`src/rtl/mc_ctrl_fsm.sv`:
```
// Multi-cycle main controller: sequences fetch/decode/execute/memory/writeback and drives
// ALU and datapath selects; memory states wait on mem_ready with a bounded timeout.
module mc_ctrl_fsm #(
   parameter int unsigned TIMEOUT = 15
) (
   input  logic       clk,
   input  logic       rst,
   input  logic [5:0] opcode,
   input  logic       zero,
   input  logic       mem_ready,
   output logic [1:0] ALU_op,
   output logic       ALU_src_a,
   output logic [1:0] ALU_src_b,
   output logic       i_or_d,
   output logic       mem_read,
   output logic       mem_write,
   output logic       ir_write,
   output logic       reg_dst,
   output logic       mem_to_reg,
   output logic       reg_write,
   output logic [1:0] pc_src,
   output logic       pc_en,
   output logic       illegal_op,
   output logic       bus_err,
   output logic [3:0] state_o
);

   localparam int unsigned CntW = $clog2(TIMEOUT + 1);

   typedef enum logic [3:0] {
      StIdle    = 4'd0,
      StFetch   = 4'd1,
      StDecode  = 4'd2,
      StExecR   = 4'd3,
      StRWb     = 4'd4,
      StMemAddr = 4'd5,
      StMemRd   = 4'd6,
      StLdWb    = 4'd7,
      StMemWr   = 4'd8,
      StBranch  = 4'd9,
      StJump    = 4'd10,
      StAddiEx  = 4'd11,
      StAddiWb  = 4'd12
   } state_e;

   localparam logic [5:0] OpRType = 6'h00;
   localparam logic [5:0] OpLw    = 6'h23;
   localparam logic [5:0] OpSw    = 6'h2B;
   localparam logic [5:0] OpBeq   = 6'h04;
   localparam logic [5:0] OpJ     = 6'h02;
   localparam logic [5:0] OpAddi  = 6'h08;

   state_e            state_q, state_d;
   logic [CntW-1:0]   cnt_q, cnt_d;
   logic              mem_state;
   logic              timeout;

   assign mem_state = (state_q == StFetch) || (state_q == StMemRd) || (state_q == StMemWr);
   assign timeout   = mem_state && !mem_ready && (cnt_q == CntW'(TIMEOUT));
   assign state_o   = state_q;

   always_ff @(posedge clk or posedge rst) begin
      if (rst) begin
         state_q <= StIdle;
         cnt_q   <= '0;
      end else begin
         state_q <= state_d;
         cnt_q   <= cnt_d;
      end
   end

   // Counter only runs while stalled in a memory state; any exit or timeout restarts it at 0.
   always_comb begin
      cnt_d = '0;
      if (mem_state && !mem_ready && !timeout) cnt_d = cnt_q + 1'b1;
   end

   always_comb begin
      state_d = state_q;
      case (state_q)
         StIdle:   state_d = StFetch;
         StFetch:  if (mem_ready) state_d = StDecode;
         StDecode: begin
            case (opcode)
               OpRType:     state_d = StExecR;
               OpLw, OpSw:  state_d = StMemAddr;
               OpBeq:       state_d = StBranch;
               OpJ:         state_d = StJump;
               OpAddi:      state_d = StAddiEx;
               default:     state_d = StFetch;
            endcase
         end
         StExecR:   state_d = StRWb;
         StRWb:     state_d = StFetch;
         StMemAddr: state_d = (opcode == OpLw) ? StMemRd : StMemWr;
         StMemRd: begin
            if (mem_ready)    state_d = StLdWb;
            else if (timeout) state_d = StFetch;
         end
         StLdWb:    state_d = StFetch;
         StMemWr:   if (mem_ready || timeout) state_d = StFetch;
         StBranch:  state_d = StFetch;
         StJump:    state_d = StFetch;
         StAddiEx:  state_d = StAddiWb;
         StAddiWb:  state_d = StFetch;
         default:   state_d = StIdle;
      endcase
   end

   always_comb begin
      ALU_op     = 2'b00;
      ALU_src_a  = 1'b0;
      ALU_src_b  = 2'b00;
      i_or_d     = 1'b0;
      mem_read   = 1'b0;
      mem_write  = 1'b0;
      ir_write   = 1'b0;
      reg_dst    = 1'b0;
      mem_to_reg = 1'b0;
      reg_write  = 1'b0;
      pc_src     = 2'b00;
      pc_en      = 1'b0;
      illegal_op = 1'b0;
      bus_err    = timeout;
      case (state_q)
         StFetch: begin
            mem_read  = 1'b1;
            ALU_src_b = 2'b01;
            ir_write  = mem_ready;
            pc_en     = mem_ready;
         end
         StDecode: begin
            ALU_src_b  = 2'b11;
            illegal_op = !(opcode inside {OpRType, OpLw, OpSw, OpBeq, OpJ, OpAddi});
         end
         StExecR: begin
            ALU_src_a = 1'b1;
            ALU_op    = 2'b10;
         end
         StRWb: begin
            reg_dst   = 1'b1;
            reg_write = 1'b1;
         end
         StMemAddr, StAddiEx: begin
            ALU_src_a = 1'b1;
            ALU_src_b = 2'b10;
         end
         StMemRd: begin
            mem_read = 1'b1;
            i_or_d   = 1'b1;
         end
         StLdWb: begin
            mem_to_reg = 1'b1;
            reg_write  = 1'b1;
         end
         StMemWr: begin
            mem_write = 1'b1;
            i_or_d    = 1'b1;
         end
         StBranch: begin
            ALU_src_a = 1'b1;
            ALU_op    = 2'b01;
            pc_src    = 2'b01;
            pc_en     = zero;
         end
         StJump: begin
            pc_src = 2'b10;
            pc_en  = 1'b1;
         end
         StAddiWb: reg_write = 1'b1;
         default: ;
      endcase
   end

endmodule

```
`config.mk`:
```
export PLATFORM = sky130hd
export DESIGN_NAME = mc_ctrl_fsm
export DESIGN_NICKNAME = d
export VERILOG_FILES = /design/src/rtl/mc_ctrl_fsm.sv
export SDC_FILE = /design/constraint.sdc
export NUM_CORES = 1
export LEC_CHECK = 0
export ABC_AREA = 1
export BUFFER_PORTS_ARGS = -buffer_cell sky130_fd_sc_hd__buf_2
export CELL_PAD_IN_SITES_DETAIL_PLACEMENT = 0
export CELL_PAD_IN_SITES_GLOBAL_PLACEMENT = 1
export CORE_AREA = 3 3 51 53
export CTS_CLUSTER_SIZE = 24
export DETAILED_ROUTE_END_ITERATION = 6
export DIE_AREA = 0 0 54 56
export GPL_ROUTABILITY_DRIVEN = 0
export GPL_TIMING_DRIVEN = 0
export PLACE_DENSITY_LB_ADDON = 0.1
export SKIP_CTS_REPAIR_TIMING = 1
export SKIP_LAST_GASP = 1
export SYNTH_ARGS = -nofsm -noshare
export SYNTH_HDL_FRONTEND = slang
export SYNTH_SLANG_ARGS = --single-unit
```
`constraint.sdc`:
```
create_clock -name clk -period 3.6 [get_ports clk]
set_input_delay 0.18 -clock clk [delete_from_list [all_inputs] [get_ports clk]]
set_output_delay 0.18 -clock clk [all_outputs]
set_load 0.02 [all_outputs]
```
==> flow_metrics.py <==
metrics = {
    "global_routing": {
        "antenna_found_initial": 0,
        "grt_max_degree": 9,
        "grt_pass1_vias": 748,
        "overflow": 0,
        "grt.total_usage_pct": 12.66,
        "grt_pass1_wl_mm": 2.960,
    },
    "worst_hold_path": {
        "holdPathStages": 4,
        "min_from": "mem_ready",
        "hold_path_class": "in -> reg",
        "min_to": "state_o[0]",
    },
    "logic_synthesis": {
        "ys_warn_count": 0,
        "synthesis.area_um2": 695.7,
        "ys_seq_elements": 8,
        "synth_top_cell_area_share_pct": 28.78,
        "yosys-top-cells-area": "dfrtp_1 29%, nand2_1 12%, nor2_1 12%",
        "ys_async_sr_fraction_pct": 100.0,
        "yosys-top-cells-count": "23 x nand2_1, 23 x nor2_1, 16 x inv_1, 14 x nand3_1, 8 x dfrtp_1",
        "yosys.area.top_type": "dfrtp_1",
        "synth_nets": 122,
        "yosysSeqAreaShare_pct": 28.78,
        "synthFlopType": "dfrtp_1",
        "synth_area_per_cell_um2": 6.267,
        "syn-instance-count": 111,
        "synth_cell_type_count": 23,
        "synth-edff-count": 0,
    },
    "clock_tree": {
        "ctsRootBufferMaster": "clkbuf_4",
        "cts_made_buffers": 3,
        "cts_buffer_depth": 2,
        "cts_tree": "built",
        "clock_sinks": 8,
        "clkTransAtPathRegs_ps": 50,
        "cts_max_level": 1,
        "clk_latency_ps": 260,
    },
    "detailed_routing": {
        "postRouteAntennaNets": 0,
        "drc": 0,
        "vias": 803,
        "wl_per_cell_um": 10.29,
        "drtIter0Drc": 18,
        "via_per_inst": 4.642,
        "firstDrtPassIters": 4,
        "wl_mm": 1.781,
    },
    "sta": {
        "finalMaxSlewViolations": 0,
        "rsz0062_at_grt": "false",
        "timing.final.crit_period_ps": 1802,
        "slew_headroom_pct": 76.47,
        "timing.final.crit_share_pct": 50.05,
        "fmax_mhz": 555.0,
        "finClkSkew_ps": 1.663,
        "fin_tns_setup_ps": 0,
        "hold_viol_final": 0,
        "tightest_slew_ps": 353.0,
        "setup_viol": 0,
        "fin_hold_ws_ps": 248.8,
    },
    "setup_path": {
        "required_ps": 3420,
        "crit_type": "reg -> out",
        "cp-start-kind": "flip-flop",
        "r2r_start": "state_o[3]",
        "reg2reg_depth": 8,
        "setup.worst_path.end_class": "primary output",
        "critPathMaxFanout": 8,
        "r2r_end": "state_o[1]",
        "r2r_setup_slack_ps": 2170,
        "worstPathArrival_ps": 1620,
    },
    "place": {
        "dpl.hpwl_mm": 1.519,
        "io_buffers": 30,
    },
    "floorplan": {
        "rows": 17,
        "dieWidth_um": 54,
        "die_y_um": 56,
        "initial_utilization_pct": 31.75,
        "die_area_mm2": 0.003024,
        "core_area_mm2": 0.002191,
        "io_pins": 31,
    },
    "pwr": {
        "power.leakage_nw": 0.5993,
        "peakVddDrop_mv": 0.3163,
        "p_per_area_mw_per_mm2": 814.9,
    },
    "cells_and_area": {
        "nets": 158,
        "area_growth_pct": 31.30,
        "diodes": 0,
        "drive_gt1_share_pct": 32.41,
    },
    "flow_run": {
        "cap_violations": 0,
    },
    "status": {
        "status": "completed",
    },
}
==> how the worst max path moves through the flow <==
stage                     from    endpoint  depth (start not counted)
floorplan           state_o[3]       pc_en                          4
global placement    state_o[3]  illegal_op                          4
detailed placement  state_o[3]  illegal_op                          4
CTS                 state_o[3]  illegal_op                          4
global route        state_o[3]  illegal_op                          4
finish              state_o[3]  illegal_op                          4
==> cell usage in the layout, fill, tap and decap left out, drive strengths merged <==
cell         instances
nor3                 2
xnor2                1
nand3               15
o22ai                1
dlygate4sd3          1
buf                 31
dfrtp                8
nand4                3
a21oi                2
nor2                26
o21ai                2
inv                 19
a211o                1
xor2                 1
nand2               28
clkbuf               3
ha                   1
==> critical path, cell delays in order (launching register included) <==
cell and delay [ps]:
dfrtp_1 500, nor3_2 350, inv_1 130, nor3_1 200, buf_2 190
==> power by group <==
group	total (W)	switching, W	internal [W]
sequential	0.000167	0.0000480	0.000119
combinational	0.000509	0.000345	0.000164
clock	0.0000686	0.0000305	0.0000381
total	0.000744	0.000424	0.000321
==> logic make-up after synthesis <==
family                     count (synthesis)  synth area share, %
AOI/OAI and AO/OA                          6                5.035
xor gates and xnor gates                   2                2.518
adders and majority gates                  1                1.798
buffers and inverters                     20                11.33
DFF                                        8                28.78
and+or+nand+nor                           74                50.54
==> cell type report <==
cell class	count	area, µm²
buffer	1	7.507
clock buffer	3	22.52
fill	264	1277
inverter	19	71.32
multi-input combinational	83	416.7
sequential	8	200.2
tap	28	35.03
timing repair buffer	31	160.2
==> registers in the layout, indices dropped and copies added, names as in the netlist <==
signal,count
state_o,4
cnt_q,4
==> stage by stage <==
| stage | utilization (%) | area [µm²] | std cells | setup WS, ps | total power [W] |
|---|---|---|---|---|---|
| floorplan | - | 695.7 | 111 | 1954 | 0.0005319 |
| global placement | 40.21 | 880.8 | 169 | 2070 | 0.0006796 |
| detailed placement | 40.21 | 880.8 | 169 | 2053 | 0.0006852 |
| CTS | 41.23 | 903.4 | 172 | 1766 | 0.0007572 |
| global route | 41.69 | 913.4 | 173 | 1651 | 0.0008206 |
| finish | 41.69 | 913.4 | 173 | 1798 | 0.0007443 |
==> layer usage <==
| metal | vias up | part of all wire (%) | GRT usage (%) |
|---|---|---|---|
| met5 | - | 0 | 0 |
| met4 | 0 | 0.62 | 3.203 |
| met3 | 2 | 7.1 | 3.485 |
| met2 | 26 | 48 | 21.80 |
| met1 | 356 | 44 | 14.96 |
| li1 | 419 | - | - |
No activity file was read; power rests on OpenSTA's default activity.
